`config.mk`:
```
export PLATFORM = sky130hd
export DESIGN_NAME = spi_flash_snoop
export DESIGN_NICKNAME = d
export VERILOG_FILES = /design/src/rtl/spi_flash_snoop.sv
export SDC_FILE = /design/constraint.sdc
export NUM_CORES = 1
export LEC_CHECK = 0
export CAP_MARGIN = 20
export CORE_UTILIZATION = 56
export CTS_BUF_LIST = sky130_fd_sc_hd__clkbuf_16
export DETAILED_ROUTE_END_ITERATION = 6
export GPL_ROUTABILITY_DRIVEN = 0
export HOLD_SLACK_MARGIN = 0.12
export PLACE_DENSITY = 0.83
export REMOVE_ABC_BUFFERS = 1
export SETUP_SLACK_MARGIN = 0.15
export SKIP_CTS_REPAIR_TIMING = 1
export SLEW_MARGIN = 20
export SYNTH_ARGS = -nofsm -noshare
export SYNTH_HDL_FRONTEND = slang
export SYNTH_SLANG_ARGS = --single-unit
```
`constraint.sdc`:
```
create_clock -name clk -period 5.45 [get_ports clk]
set_input_delay 1.09 -clock clk [delete_from_list [all_inputs] [get_ports clk]]
set_output_delay 1.09 -clock clk [all_outputs]
set_load 0.05 [all_outputs]
```
`src/rtl/spi_flash_snoop.sv`:
```
// Passive SPI flash transaction decoder: synchronizes SCK/CS/MOSI into the clk domain
// and reports opcode, address, data byte count and a sticky program/erase flag.
`timescale 1ns/1ps
module spi_flash_snoop #(
    parameter int unsigned SYNC_STAGES = 2,
    parameter int unsigned CNT_W       = 16
) (
    input  logic             clk,
    input  logic             rst,
    input  logic             esp_clk,
    input  logic             esp_cs_n,
    input  logic             esp_mosi,
    input  logic             clr_write_seen,
    output logic             busy,
    output logic             cmd_valid,
    output logic [7:0]       cmd_opcode,
    output logic [23:0]      cmd_addr,
    output logic             cmd_has_addr,
    output logic             xfer_done,
    output logic             xfer_err,
    output logic [CNT_W-1:0] xfer_bytes,
    output logic             write_seen
);

    typedef enum logic [2:0] {StWaitHi, StIdle, StCmd, StAddr, StData} state_t;

    logic [SYNC_STAGES-1:0] sck_sync, cs_sync, mosi_sync;
    logic                   sck_d1, sck_d2, cs_d1, cs_d2, mosi_d1;
    logic                   sck_rise, cs_rise, cs_fall;
    logic [7:0]             next_byte;

    state_t           state;
    logic [22:0]      shift;
    logic [4:0]       bit_cnt;
    logic [CNT_W-1:0] byte_cnt;
    logic [7:0]       op_q;

    function automatic logic is_addr_op(input logic [7:0] op);
        return op inside {8'h02, 8'h03, 8'h0B, 8'h20, 8'h52, 8'hD8};
    endfunction

    function automatic logic is_write_op(input logic [7:0] op);
        return op inside {8'h02, 8'h20, 8'h52, 8'hD8, 8'hC7, 8'h60};
    endfunction

    // MOSI takes the same path length as SCK so the bit is aligned with its edge.
    always_ff @(posedge clk or posedge rst) begin
        if (rst) begin
            sck_sync  <= '0;
            cs_sync   <= '0;
            mosi_sync <= '0;
            sck_d1    <= 1'b0;
            sck_d2    <= 1'b0;
            cs_d1     <= 1'b0;
            cs_d2     <= 1'b0;
            mosi_d1   <= 1'b0;
        end else begin
            sck_sync  <= {sck_sync[SYNC_STAGES-2:0], esp_clk};
            cs_sync   <= {cs_sync[SYNC_STAGES-2:0], esp_cs_n};
            mosi_sync <= {mosi_sync[SYNC_STAGES-2:0], esp_mosi};
            sck_d1    <= sck_sync[SYNC_STAGES-1];
            sck_d2    <= sck_d1;
            cs_d1     <= cs_sync[SYNC_STAGES-1];
            cs_d2     <= cs_d1;
            mosi_d1   <= mosi_sync[SYNC_STAGES-1];
        end
    end

    assign sck_rise  = sck_d1 & ~sck_d2;
    assign cs_rise   = cs_d1 & ~cs_d2;
    assign cs_fall   = ~cs_d1 & cs_d2;
    assign next_byte = {shift[6:0], mosi_d1};

    always_ff @(posedge clk or posedge rst) begin
        if (rst) begin
            state        <= StWaitHi;
            shift        <= '0;
            bit_cnt      <= '0;
            byte_cnt     <= '0;
            op_q         <= '0;
            busy         <= 1'b0;
            cmd_valid    <= 1'b0;
            cmd_opcode   <= '0;
            cmd_addr     <= '0;
            cmd_has_addr <= 1'b0;
            xfer_done    <= 1'b0;
            xfer_err     <= 1'b0;
            xfer_bytes   <= '0;
            write_seen   <= 1'b0;
        end else begin
            cmd_valid <= 1'b0;
            xfer_done <= 1'b0;
            // A same-cycle set below overrides this clear.
            if (clr_write_seen) write_seen <= 1'b0;

            case (state)
                StWaitHi: if (cs_d1) state <= StIdle;
                StIdle: begin
                    if (cs_fall) begin
                        bit_cnt  <= '0;
                        byte_cnt <= '0;
                        busy     <= 1'b1;
                        state    <= StCmd;
                    end
                end
                StCmd, StAddr, StData: begin
                    if (cs_rise) begin
                        xfer_done  <= 1'b1;
                        xfer_err   <= (state != StData) || (bit_cnt != 5'd0);
                        xfer_bytes <= byte_cnt;
                        busy       <= 1'b0;
                        state      <= StIdle;
                    end else if (sck_rise) begin
                        shift   <= {shift[21:0], mosi_d1};
                        bit_cnt <= bit_cnt + 5'd1;
                        case (state)
                            StCmd: begin
                                if (bit_cnt == 5'd7) begin
                                    op_q    <= next_byte;
                                    bit_cnt <= '0;
                                    if (is_addr_op(next_byte)) begin
                                        state <= StAddr;
                                    end else begin
                                        cmd_valid    <= 1'b1;
                                        cmd_opcode   <= next_byte;
                                        cmd_has_addr <= 1'b0;
                                        if (is_write_op(next_byte)) write_seen <= 1'b1;
                                        state <= StData;
                                    end
                                end
                            end
                            StAddr: begin
                                if (bit_cnt == 5'd23) begin
                                    cmd_valid    <= 1'b1;
                                    cmd_opcode   <= op_q;
                                    cmd_addr     <= {shift, mosi_d1};
                                    cmd_has_addr <= 1'b1;
                                    if (is_write_op(op_q)) write_seen <= 1'b1;
                                    bit_cnt <= '0;
                                    state   <= StData;
                                end
                            end
                            default: begin
                                if (bit_cnt == 5'd7) begin
                                    bit_cnt <= '0;
                                    if (byte_cnt != '1) byte_cnt <= byte_cnt + 1'b1;
                                end
                            end
                        endcase
                    end
                end
                default: state <= StWaitHi;
            endcase
        end
    end

endmodule
```
Word level (Yosys, flattened, before mapping)
Cells that the tools add are included.
- add/sub/neg operators: 2
- mux-type cells: 53
- reductions and logical operators: 19
- equal/unequal tests: 37
- bitwise operators: 7
- operators with widths (operator ; number):
    $mux 16 ; 6
    $eq 8x7->1 const B ; 4
    $eq 8x8->1 const B ; 4
    $pmux 16 s2 ; 1
    $mux 5 ; 6
    $eq 8x2->1 const B ; 3
    $mux 8 ; 3
    $mux 1 ; 22
    $ne 2x2->1 const B ; 11
    $mux 3 ; 7
    $reduce_bool 6->1 ; 3
    $add 16x1->16 const B ; 1
    $eq 8x6->1 const B ; 2
    $ne 16x16->1 const B ; 1
    $pmux 8 s2 ; 1
    $reduce_and 7->1 ; 2
    $ne 4x4->1 const B ; 3
    $pmux 5 s2 ; 1
    $reduce_and 5->1 ; 2
    $pmux 3 s3 ; 1
    $eq 8x4->1 const B ; 1
    $pmux 1 s2 ; 4
    $eq 3x2->1 const B ; 2
    $ne 3x3->1 const B ; 2
    other kinds (18) ; 25
- flip-flop bits (word level): 120
- input bits: 6
- output and inout port bits: 54

Logic depth before layout (Yosys ltp)
Gate-level depths: netlist of the first run.
- depth in word-level cells: 9
- gate-level depth with buffers: 9
- mapped depth without buffers: 6

Least setup slack after synthesis of the first run
OpenSTA, ideal clock, no wires.
- kind: register -> register
- start point: register bit_cnt[0]
- end point: register byte_cnt[7]
- buffers on the path: 1
- arrival time: 2019 ps
- slack: 3306 ps
- cell stages (with the launch flop): 8
- required time: 5325 ps
- period minus slack after synthesis: 2144 ps
- path through: dfrtp_1 ha_1 and3b_1 buf_2 nand4_1 a21o_1 or4_4 mux2_4
- cells in the longest elaborated chain, start to end: 3
- RTL lines (item ; line ; RTL):
    start, declared ; 34 ; logic [4:0] bit_cnt;
    start signal, assigned ; 115 ; bit_cnt <= bit_cnt + 5'd1;
    $eq 5x3->1 ; 144 ; if (bit_cnt == 5'd7) begin
    $ne 2x2->1 (no line) ; n/a ;
    $reduce_and 7->1 (no line) ; n/a ;
    end signal, assigned ; 146 ; if (byte_cnt != '1) byte_cnt <= byte_cnt + 1'b1;
    end, declared ; 35 ; logic [CNT_W-1:0] byte_cnt;
No other way between the ends.
A chain may end at the register's enable or synchronous reset.

Worst setup path after layout of the first run
- start point: register state[0]
- end point: register cmd_addr[6]
- cells in the longest elaborated chain, start to end: 3
- elaborated cells between the ends (all ways): 5
- RTL lines (item ; line ; RTL):
    start, declared ; 32 ; state_t state;
    start signal, assigned ; 76 ; state <= StWaitHi;
    start signal, assigned ; 97 ; StWaitHi: if (cs_d1) state <= StIdle;
    start signal, assigned ; 103 ; state <= StCmd;
    $eq 3x2->1 (tied with other cells) ; 96, 116 ;
    $reduce_or 3->1 ; 96 ; case (state)
    $reduce_and 5->1 (no line) (*) ; n/a ;
    end signal, assigned ; 136 ; cmd_addr <= {shift, mosi_d1};
    end, declared ; 17 ; output logic [23:0] cmd_addr,
Every way passes the cells marked *; elsewhere a longest branch is shown, timed or not.

==> results of run 1 <==
-- report_power, final --
part / switching (W) / internal [W] / leakage (nW)
Sequential: 0.000108 / 0.000945 / 1.63
Clock: 0.000443 / 0.000599 / 0.274
Combinational: 0.000295 / 0.000178 / 1.19
-- worst max path at each step --
stage | cells after the start | start | slack, ns | to
final | 5 | state[0] | 2.59 | cmd_addr[6]
after global routing | 5 | state[0] | 2.41 | cmd_addr[8]
after CTS | 5 | state[0] | 2.43 | cmd_addr[6]
after detailed placement | 5 | state[0] | 2.45 | cmd_addr[17]
after global placement | 5 | state[0] | 2.56 | cmd_addr[14]
after floorplan | 1 | rst | 1.17 | bit_cnt[0]
-- worst max-delay path: stages (launching register included) --
cell and delay [ns]:
dfrtp_1 0.58, o21a_1 0.32, nor2_4 0.19, nand3_4 0.31, or3_2 0.90, mux2_1 0.43
-- kinds of logic (layout without fill, tap and decap cells) --
kind of cell	count (synthesis)	count (layout)	synth area share [%]
DFF	120	120	55.5
adders and majority gates	3	3	0.693
AOI/OAI and AO/OA	65	65	8.37
and+or+nand+nor	166	166	16.0
buffers and inverters	39	104	3.26
muxes	78	78	16.2
-- per-layer routing --
metal / GRT usage (%) / wire [µm]
met2: 39.3 / 5530
met5: 0 / 0
met4: 10.7 / 146
met1: 29.9 / 4840
met3: 5.78 / 489
-- placed cells by master, fill, tap and decap left out, types with 3 or more instances in the layout --
cell / n
nor2_1: 16
mux2_2: 40
nand2_1: 68
o21ai_0: 10
nand3b_1: 3
a32oi_1: 3
nor3_1: 7
nand4_1: 7
clkinv_4: 3
clkbuf_16: 17
inv_1: 10
dfrtp_1: 120
inv_8: 4
mux2i_1: 5
nor2b_1: 4
o31ai_1: 9
nand3_1: 13
mux2_1: 32
inv_6: 6
a21oi_1: 13
ha_1: 3
nand2b_1: 15
or4_1: 8
a211oi_1: 4
and3_1: 4
clkdlybuf4s50_1: 59
nor4_1: 5
-- layout make-up --
cell class / count / area (µm²) / share of cell area (%)
Tap cell: 129 / 161 / 2.44
Inverter: 11 / 46.3 / 0.700
Clock buffer: 17 / 425 / 6.44
Multi-Input combinational cell: 312 / 2240 / 33.8
Sequential cell: 120 / 3000 / 45.4
Clock inverter: 15 / 131 / 1.99
Timing Repair Buffer: 61 / 606 / 9.16
-- state kept, by name, summed over array words and instances (netlist names) --
register	cells
sck_d1	1
sck_sync	2
mosi_d1	1
cmd_opcode	8
sck_d2	1
xfer_bytes	16
cs_d2	1
xfer_err	1
cs_d1	1
op_q	8
state	3
bit_cnt	5
busy	1
shift	23
cmd_valid	1
xfer_done	1
cs_sync	2
write_seen	1
cmd_has_addr	1
byte_cnt	16
mosi_sync	2
cmd_addr	24
-- metrics by stage --
step | utilization, % | hold slack [ns] | setup slack, ns | cell area [µm²] | total power, W
final | 71.2 | 0.345 | 2.59 | 6610 | 0.00257
after global routing | 71.2 | 0.363 | 2.41 | 6610 | 0.00267
after global placement | 65.1 | 0.332 | 2.56 | 6050 | 0.00151
after CTS | 71.1 | 0.350 | 2.43 | 6610 | 0.00257
after detailed placement | 65.1 | 0.336 | 2.45 | 6050 | 0.00153
after floorplan | - | 0.331 | 1.17 | 5280 | 0.00139
==> impl_metrics.csv, run 1 <==
group,metric,value,unit
outcome,outcome,"finished, final reports clean",
placed_design,dp.cells,633,
layout,diodes,0,
yosys,yosys-top-cells-area,"dfrtp_1 (55%), mux2_2 (8.3%), mux2_1 (6.7%)",
cts,clock-sinks,120,
timing,rsz0062_at_grt,"false",
global_routing,antenna_found_initial,0,
worst_hold_path,worstHoldStart,"sck_sync[1]",
timing,report.final.slew_viol_count,0,
yosys,synth_edf_count,0,
route,avgViaCountPerCell,5.77,
cts,root_buffer,"clkbuf_16",
yosys,netlist_top_cells_count,"dfrtp_1 (120), nand2_1 (68), mux2_2 (40)",
layout,drive_above_1_share,15.5,%
global_routing,grt_overflow,0,
layout,final-instance-count-excl-fill,665,
layout,finalNetCount,532,
worst_setup_path,cp_max_fo,26,
worst_setup_path,crit_type,"register to register",
cts,clk_path_buf_depth,2,
power_and_ir_drop,ir_drop,0.248,mV
global_routing,grt_pass1_wl,18200,µm
global_routing,track_usage,23.8,%
timing,fmax,350,MHz
job,cap_viol_max_count,0,
worst_setup_path,cp-end-kind,"register",
cts,cts_buffers,17,
timing,relSlewSlack,46.5,%
worst_setup_path,worst_r2r_path_depth,5,
worst_setup_path,worst_r2r_endpoint,"cmd_addr[6]",
cts,clk-insertion-delay-late,0.42,ns
yosys,synth.largest_area_cell,"dfrtp_1",
floorplan,core_area,9280,µm²
floorplan,io_pins,60,
global_routing,grt_pass1_vias,3812,
cts,clkTransAtPathRegs,0.06,ns
floorplan,die_y,100,µm
worst_setup_path,worst-endpoint-required,5.75,ns
worst_setup_path,start_kind,"register",
route,vias,3837,
power_and_ir_drop,p_per_area,389,nW/µm²
cts,cts_tree,"yes",
worst_hold_path,min_path_type,"register to register",
floorplan,start_util,58.3,%
timing,skew,0.0165,ns
timing,tightestPinTransition,0.802,ns
layout,fill_cells,649,
timing,tns,0,ns
worst_setup_path,arrival,3.15,ns
placed_design,dp_hpwl,6970,µm
floorplan,die_w,100,µm
yosys,yosys_register_bits,120,
global_routing,grt_max_degree,93,
yosys,synth_cell_types,60,
yosys,netlist_instances,471,
floorplan,std_cell_rows,35,
timing,hold_viol,0,
route,wl_per_cell,16.5,µm
worst_hold_path,whs_path_depth,0,
worst_hold_path,hold_end,"sck_d1",
worst_setup_path,rrSetupSlack,2.59,ns
yosys,synth_seq_area_share,55.5,%
route,drc,0,
worst_setup_path,reg2reg_from,"state[0]",
route,dr.pass1.iters,4,
yosys,synth-async-reset-ratio,100,%
timing,min_period,2.86,ns
yosys,synth_top_area_share,55.5,%
timing,setup_viol,0,
route,drt_iter0_drc,204,
route,ant_nets,0,
layout,area_delta_synth_final,22.1,%
yosys,ys_warn_count,0,
timing,finalCritPeriodShare,52.5,%
power_and_ir_drop,p_leak,3.10,nW
yosys,syn_area,5410,µm²
yosys,yosys_most_used_dff,"dfrtp_1",
yosys,yosysMostFrequentCell,"dfrtp_1",
floorplan,die-area,10100,µm²
route,drt_wl_total,11000,µm
yosys,syn-mean-instance-area,11.5,µm²
cts,cts.htree.levels,4,
placed_design,io_buffers,59,
(Power assumes the default switching activity.)
==> inputs of run 2 (changes only) <==
==> constraint.sdc (replaced) <==
create_clock -name clk -period 2.69 [get_ports clk]
set_input_delay 0.538 -clock clk [delete_from_list [all_inputs] [get_ports clk]]
set_output_delay 0.538 -clock clk [all_outputs]
set_load 0.05 [all_outputs]
==> run 2 against run 1 <==
Compared with the run above: clock skew down 0.010 ns; non-clock buffer count up 11; global-route usage up 2.1 points; die area unchanged; count of clock-buffer cells in the layout unchanged; critical endpoint is now cmd_opcode[6]; fmax up 25%; utilization up 1.5 points; total power up 110%; sequential share of layout area down 0.94 points.
==> impl_metrics.csv, run 2 (same netlist as run 1, synthesis figures left out) <==
group,metric,value,unit
cts,clock-sinks,120,
worst_setup_path,reg2reg_from,"shift[6]",
layout,area_delta_synth_final,24.7,%
timing,report.final.slew_viol_count,0,
worst_setup_path,cp_max_fo,11,
timing,min_period,2.28,ns
worst_setup_path,path_buf_inv,0,
layout,design_area,6750,µm²
worst_hold_path,whs_path_depth,0,
timing,setup_viol,0,
layout,drive_above_1_share,17.2,%
worst_setup_path,cp-end-kind,"register",
cts,root_buffer,"clkbuf_16",
route,dr.pass1.iters,5,
power_and_ir_drop,switching_share,32.2,%
timing,relSlewSlack,63.3,%
timing,fmax,439,MHz
global_routing,grt_pass1_wl,20000,µm
power_and_ir_drop,ir_drop,0.512,mV
power_and_ir_drop,p_per_area,811,nW/µm²
cts,clk-insertion-delay-late,0.41,ns
global_routing,grt_pass1_vias,4191,
layout,final_common_cell,"dfrtp_1",
worst_hold_path,worstHoldStart,"cs_sync[0]",
route,ant_nets,0,
worst_setup_path,path_depth,5,
route,drc,0,
power_and_ir_drop,p_leak,3.17,nW
placed_design,dp_hpwl,7190,µm
cts,cts.htree.levels,4,
timing,rsz0062_at_grt,"false",
floorplan,die_w,100,µm
worst_setup_path,crit_path_max_incr_delay,0.53,ns
worst_setup_path,arrival,2.57,ns
floorplan,io_pins,60,
placed_design,place_ws,0.469,ns
global_routing,grt_overflow,0,
placed_design,place_area,6140,µm²
worst_setup_path,worst_r2r_path_depth,5,
cts,cts_buffers,17,
timing,skew,0.00636,ns
power_and_ir_drop,p_switching,0.00176,W
worst_setup_path,cp_top_family,"compound AO/OA/AOI/OAI gates",
floorplan,core_area,9280,µm²
layout,reg_top3,"cmd_addr x24, shift x23",
cts,clk_path_buf_depth,2,
global_routing,track_usage,25.9,%
worst_setup_path,slowest_stage,"dfrtp_1",
worst_setup_path,path_cells,"and3b_1 -> o2111ai_1 -> nand4_1 -> a21oi_2 -> mux2_1",
route,drt_wl_total,11800,µm
worst_hold_path,min_path_type,"register to register",
power_and_ir_drop,combPwrFrac,19.3,%
global_routing,antenna_found_initial,0,
worst_setup_path,worst_r2r_endpoint,"cmd_opcode[6]",
worst_hold_path,hold_end,"cs_sync[1]",
worst_setup_path,rrSetupSlack,0.41,ns
route,wl_per_cell,17.4,µm
layout,regMostFlops,"cmd_addr",
outcome,outcome,"finished, final reports clean",
route,avgViaCountPerCell,5.93,
floorplan,die_y,100,µm
cts,clkTransAtPathRegs,0.06,ns
floorplan,start_util,58.3,%
route,drt_iter0_drc,270,
global_routing,grt_max_degree,46,
layout,final_cell_mix,"dfrtp_1 (120), nand2_1 (68), clkdlybuf4s50_1 (59)",
timing,fin_ws,0.411,ns
floorplan,die-area,10100,µm²
timing,finalCritPeriodShare,84.7,%
layout,diodes,0,
placed_design,io_buffers,59,
cts,cts_tree,"yes",
timing,hold_viol,0,
floorplan,std_cell_rows,35,
job,cap_viol_max_count,0,
power_and_ir_drop,p_clk_share,42.4,%
layout,finalNetCount,543,
layout,largest_reg_flops,24,
power_and_ir_drop,pwr-share-seq,38.3,%
placed_design,dp.cells,644,
power_and_ir_drop,p_int,0.00371,W
timing,tightestPinTransition,0.551,ns
worst_setup_path,crit_type,"register to register",
worst_setup_path,start_kind,"register",
route,vias,4006,
worst_setup_path,worst-endpoint-required,2.98,ns
timing,hold_ws,0.348,ns
layout,final-instance-count-excl-fill,676,
[run 2: layout make-up]
cell class	count	area, µm²
inverters	11	43.8
repair buffers	72	701
fillers	615	2530
clock buffers	17	425
clock inverters	15	180
well taps	129	161
flip-flops and latches	120	3000
multi-input cells	312	2230
[run 2: worst register-to-register path: stages, from the launching register on]
cell       delay, ns
dfrtp_1         0.53
and3b_1         0.28
o2111ai_1       0.33
nand4_1         0.17
a21oi_2         0.47
mux2_1          0.38
[run 2: how the worst max path moves through the flow]
stage               startpoint             to  slack (ns)
global placement         cs_d1    byte_cnt[7]        0.53
finish                shift[6]  cmd_opcode[6]        0.41
global route        bit_cnt[0]   byte_cnt[11]        0.25
detailed placement    state[1]   cmd_addr[20]        0.47
CTS                   shift[6]  cmd_opcode[6]        0.43
floorplan                  rst     bit_cnt[0]       -1.03
[run 2: layer usage]
metal	vias up	GRT usage, %	share of wire, %
met5	-	0	0
met4	0	14.4	3.1
met3	43	5.50	4.5
met2	161	43.6	51
met1	1973	31.1	41
li1	1829	-	-
[run 2: through the flow]
stage	power (W)	TNS, ns	util, %
final	0.00548	0	72.7
after global placement	0.00310	0	66.2
after detailed placement	0.00314	0	66.2
after CTS	0.00549	0	72.7
after global routing	0.00569	0	72.7
after floorplan	0.00281	-124.06	-
[run 2: power groups by stage]
stage | registers (W) | logic, W | clock network (W)
5_1_grt | 0.00211 | 0.00115 | 0.00243
6_report | 0.00210 | 0.00106 | 0.00232
4_1_cts | 0.00209 | 0.00105 | 0.00235
3_5_place_dp | 0.00212 | 0.00102 | 0
3_3_place_gp | 0.00210 | 0.000994 | 0
2_1_floorplan | 0.00219 | 0.000630 | 0
==> inputs of run 3 (changes only) <==
--- a/config.mk
+++ b/config.mk
@@ -6,12 +6,12 @@
 export NUM_CORES = 1
 export LEC_CHECK = 0
 export CAP_MARGIN = 20
-export CORE_UTILIZATION = 56
+export CORE_UTILIZATION = 51
 export CTS_BUF_LIST = sky130_fd_sc_hd__clkbuf_16
 export DETAILED_ROUTE_END_ITERATION = 6
 export GPL_ROUTABILITY_DRIVEN = 0
 export HOLD_SLACK_MARGIN = 0.12
-export PLACE_DENSITY = 0.83
+export PLACE_DENSITY = 0.8
 export REMOVE_ABC_BUFFERS = 1
 export SETUP_SLACK_MARGIN = 0.15
 export SKIP_CTS_REPAIR_TIMING = 1
==> constraint.sdc (replaced) <==
create_clock -name clk -period 1.85 [get_ports clk]
set_input_delay 0.37 -clock clk [delete_from_list [all_inputs] [get_ports clk]]
set_output_delay 0.37 -clock clk [all_outputs]
set_load 0.05 [all_outputs]
==> run 3 against run 2 <==
Compared with the run above: the run now ends with negative setup slack left; sequential share of layout area down 3.2 points; hold slack worse by 0.033 ns; fmax up 12%; worst setup slack worse by 0.59 ns; cell count up 9.6%; critical path type unchanged; largest cell class unchanged.
==> impl_metrics.csv, run 3 (same netlist as run 1, synthesis figures left out) <==
group,metric,value,unit
outcome,outcome,"finished, violations left",
outcome,violations,"negative setup slack",
timing,min_period,2.03,ns
worst_setup_path,cp_max_fo,2,
global_routing,grt_pass1_wl,19700,µm
cts,clk_path_buf_depth,2,
placed_design,dp.cells,709,
route,wl_per_cell,16.5,µm
power_and_ir_drop,power,0.00808,W
cts,cts.htree.levels,4,
power_and_ir_drop,ir_drop,0.608,mV
worst_setup_path,crit_path_max_incr_delay,0.50,ns
placed_design,dp_hpwl,8080,µm
cts,clock-sinks,120,
floorplan,die-area,11000,µm²
timing,tightestPinTransition,0.505,ns
power_and_ir_drop,p_int,0.00546,W
timing,rsz0062_at_grt,"true",
timing,tns,-5.52,ns
cts,clkTransAtPathRegs,0.06,ns
route,ant_nets,0,
power_and_ir_drop,switching_share,32.5,%
layout,regMostFlops,"cmd_addr",
floorplan,io_pins,60,
route,drc,0,
layout,area_delta_synth_final,34.4,%
timing,skew,0.00519,ns
floorplan,die_y,105,µm
global_routing,grt_pass1_vias,4228,
power_and_ir_drop,p_leak,3.69,nW
layout,final_cell_mix,"dfrtp_1 (119), buf_4 (112), nand2_1 (67)",
worst_setup_path,cp_top_family,"simple AND/OR/NAND/NOR gates",
timing,hold_viol,0,
layout,fill_cells,735,
timing,fin_ws,-0.183,ns
worst_setup_path,worst_r2r_path_depth,5,
worst_setup_path,worst-endpoint-required,2.14,ns
job,cap_viol_max_count,0,
route,drt_wl_total,12200,µm
layout,final-instance-count-excl-fill,741,
layout,reg_top3,"cmd_addr x24, shift x23",
layout,drive_above_1_share,38.0,%
worst_setup_path,reg2reg_from,"state[2]",
worst_setup_path,cp-end-kind,"register",
global_routing,antenna_found_initial,0,
route,avgViaCountPerCell,5.63,
timing,setup_viol,55,
worst_setup_path,path_cells,"nand2b_4 -> or3_4 -> a21o_1 -> or4_4 -> mux2_4",
global_routing,track_usage,22.8,%
route,drt_iter0_drc,239,
layout,final_common_cell,"dfrtp_1",
layout,diodes,0,
timing,fmax,492,MHz
cts,cts_buffers,17,
floorplan,std_cell_rows,37,
global_routing,grt_max_degree,30,
global_routing,grt_overflow,0,
cts,cts_tree,"yes",
layout,largest_reg_flops,24,
floorplan,die_w,105,µm
cts,clk-insertion-delay-late,0.41,ns
power_and_ir_drop,combPwrFrac,27.2,%
power_and_ir_drop,pwr-share-seq,36.5,%
power_and_ir_drop,p_clk_share,36.3,%
worst_setup_path,start_kind,"register",
worst_setup_path,rrSetupSlack,-0.18,ns
route,vias,4173,
timing,finalCritPeriodShare,110,%
timing,relSlewSlack,66.3,%
timing,report.final.slew_viol_count,0,
worst_setup_path,crit_type,"register to register",
power_and_ir_drop,p_per_area,1110,nW/µm²
layout,finalNetCount,602,
worst_setup_path,path_buf_inv,0,
placed_design,io_buffers,59,
worst_setup_path,worst_r2r_endpoint,"byte_cnt[7]",
floorplan,core_area,10300,µm²
worst_setup_path,arrival,2.33,ns
worst_setup_path,slowest_stage,"or4_4",
floorplan,start_util,52.4,%
power_and_ir_drop,p_switching,0.00263,W
route,dr.pass1.iters,4,
worst_hold_path,min_path_type,"input pin to async pin",
cts,root_buffer,"clkbuf_16",
[run 3: per-stage QoR]
stage	cell area, µm²	hold slack, ns	setup WS, ns	util, %
after global placement	6540	0.334	-0.130	63.3
after CTS	7070	0.318	-0.252	68.4
after detailed placement	6540	0.336	-0.227	63.3
after global routing	7280	0.352	-0.252	70.5
final	7280	0.315	-0.183	70.5
after floorplan	5280	0.331	-1.71	-
[run 3: layer usage]
layer | global-route usage [%] | routed length, µm | share of wire (%) | up-vias
met3 | 6.11 | 525 | 4.3 | 20
met1 | 25.9 | 5030 | 41 | 2089
met4 | 8.35 | 158 | 1.3 | 0
li1 | - | - | - | 1934
met2 | 41.0 | 6490 | 53 | 130
met5 | 0 | 0 | 0 | -
[run 3: cell type report]
type	count	area (µm²)	share of cell area (%)
Clock inverter	14	103	1.41
Sequential cell	120	3000	41.3
Inverter	11	43.8	0.602
Multi-Input combinational cell	312	2400	33.0
Clock buffer	17	425	5.85
Tap cell	136	170	2.34
Timing Repair Buffer	131	1130	15.5
[run 3: how the worst max path moves through the flow]
stage               start     endpoint  depth (start not counted)
2_1_floorplan         rst   bit_cnt[0]                          1
3_3_place_gp     state[2]  byte_cnt[7]                          5
3_5_place_dp     state[0]  byte_cnt[9]                          6
4_1_cts        bit_cnt[1]  byte_cnt[9]                          7
5_1_grt        bit_cnt[1]  byte_cnt[7]                          6
6_report         state[2]  byte_cnt[7]                          5
[run 3: power by group through the flow]
stage | logic, W | registers [W] | clock network, W
after CTS | 0.00196 | 0.00293 | 0.00297
after detailed placement | 0.00195 | 0.00298 | 0
after global routing | 0.00236 | 0.00297 | 0.00307
final | 0.00220 | 0.00295 | 0.00293
after floorplan | 0.000915 | 0.00318 | 0
after global placement | 0.00188 | 0.00297 | 0
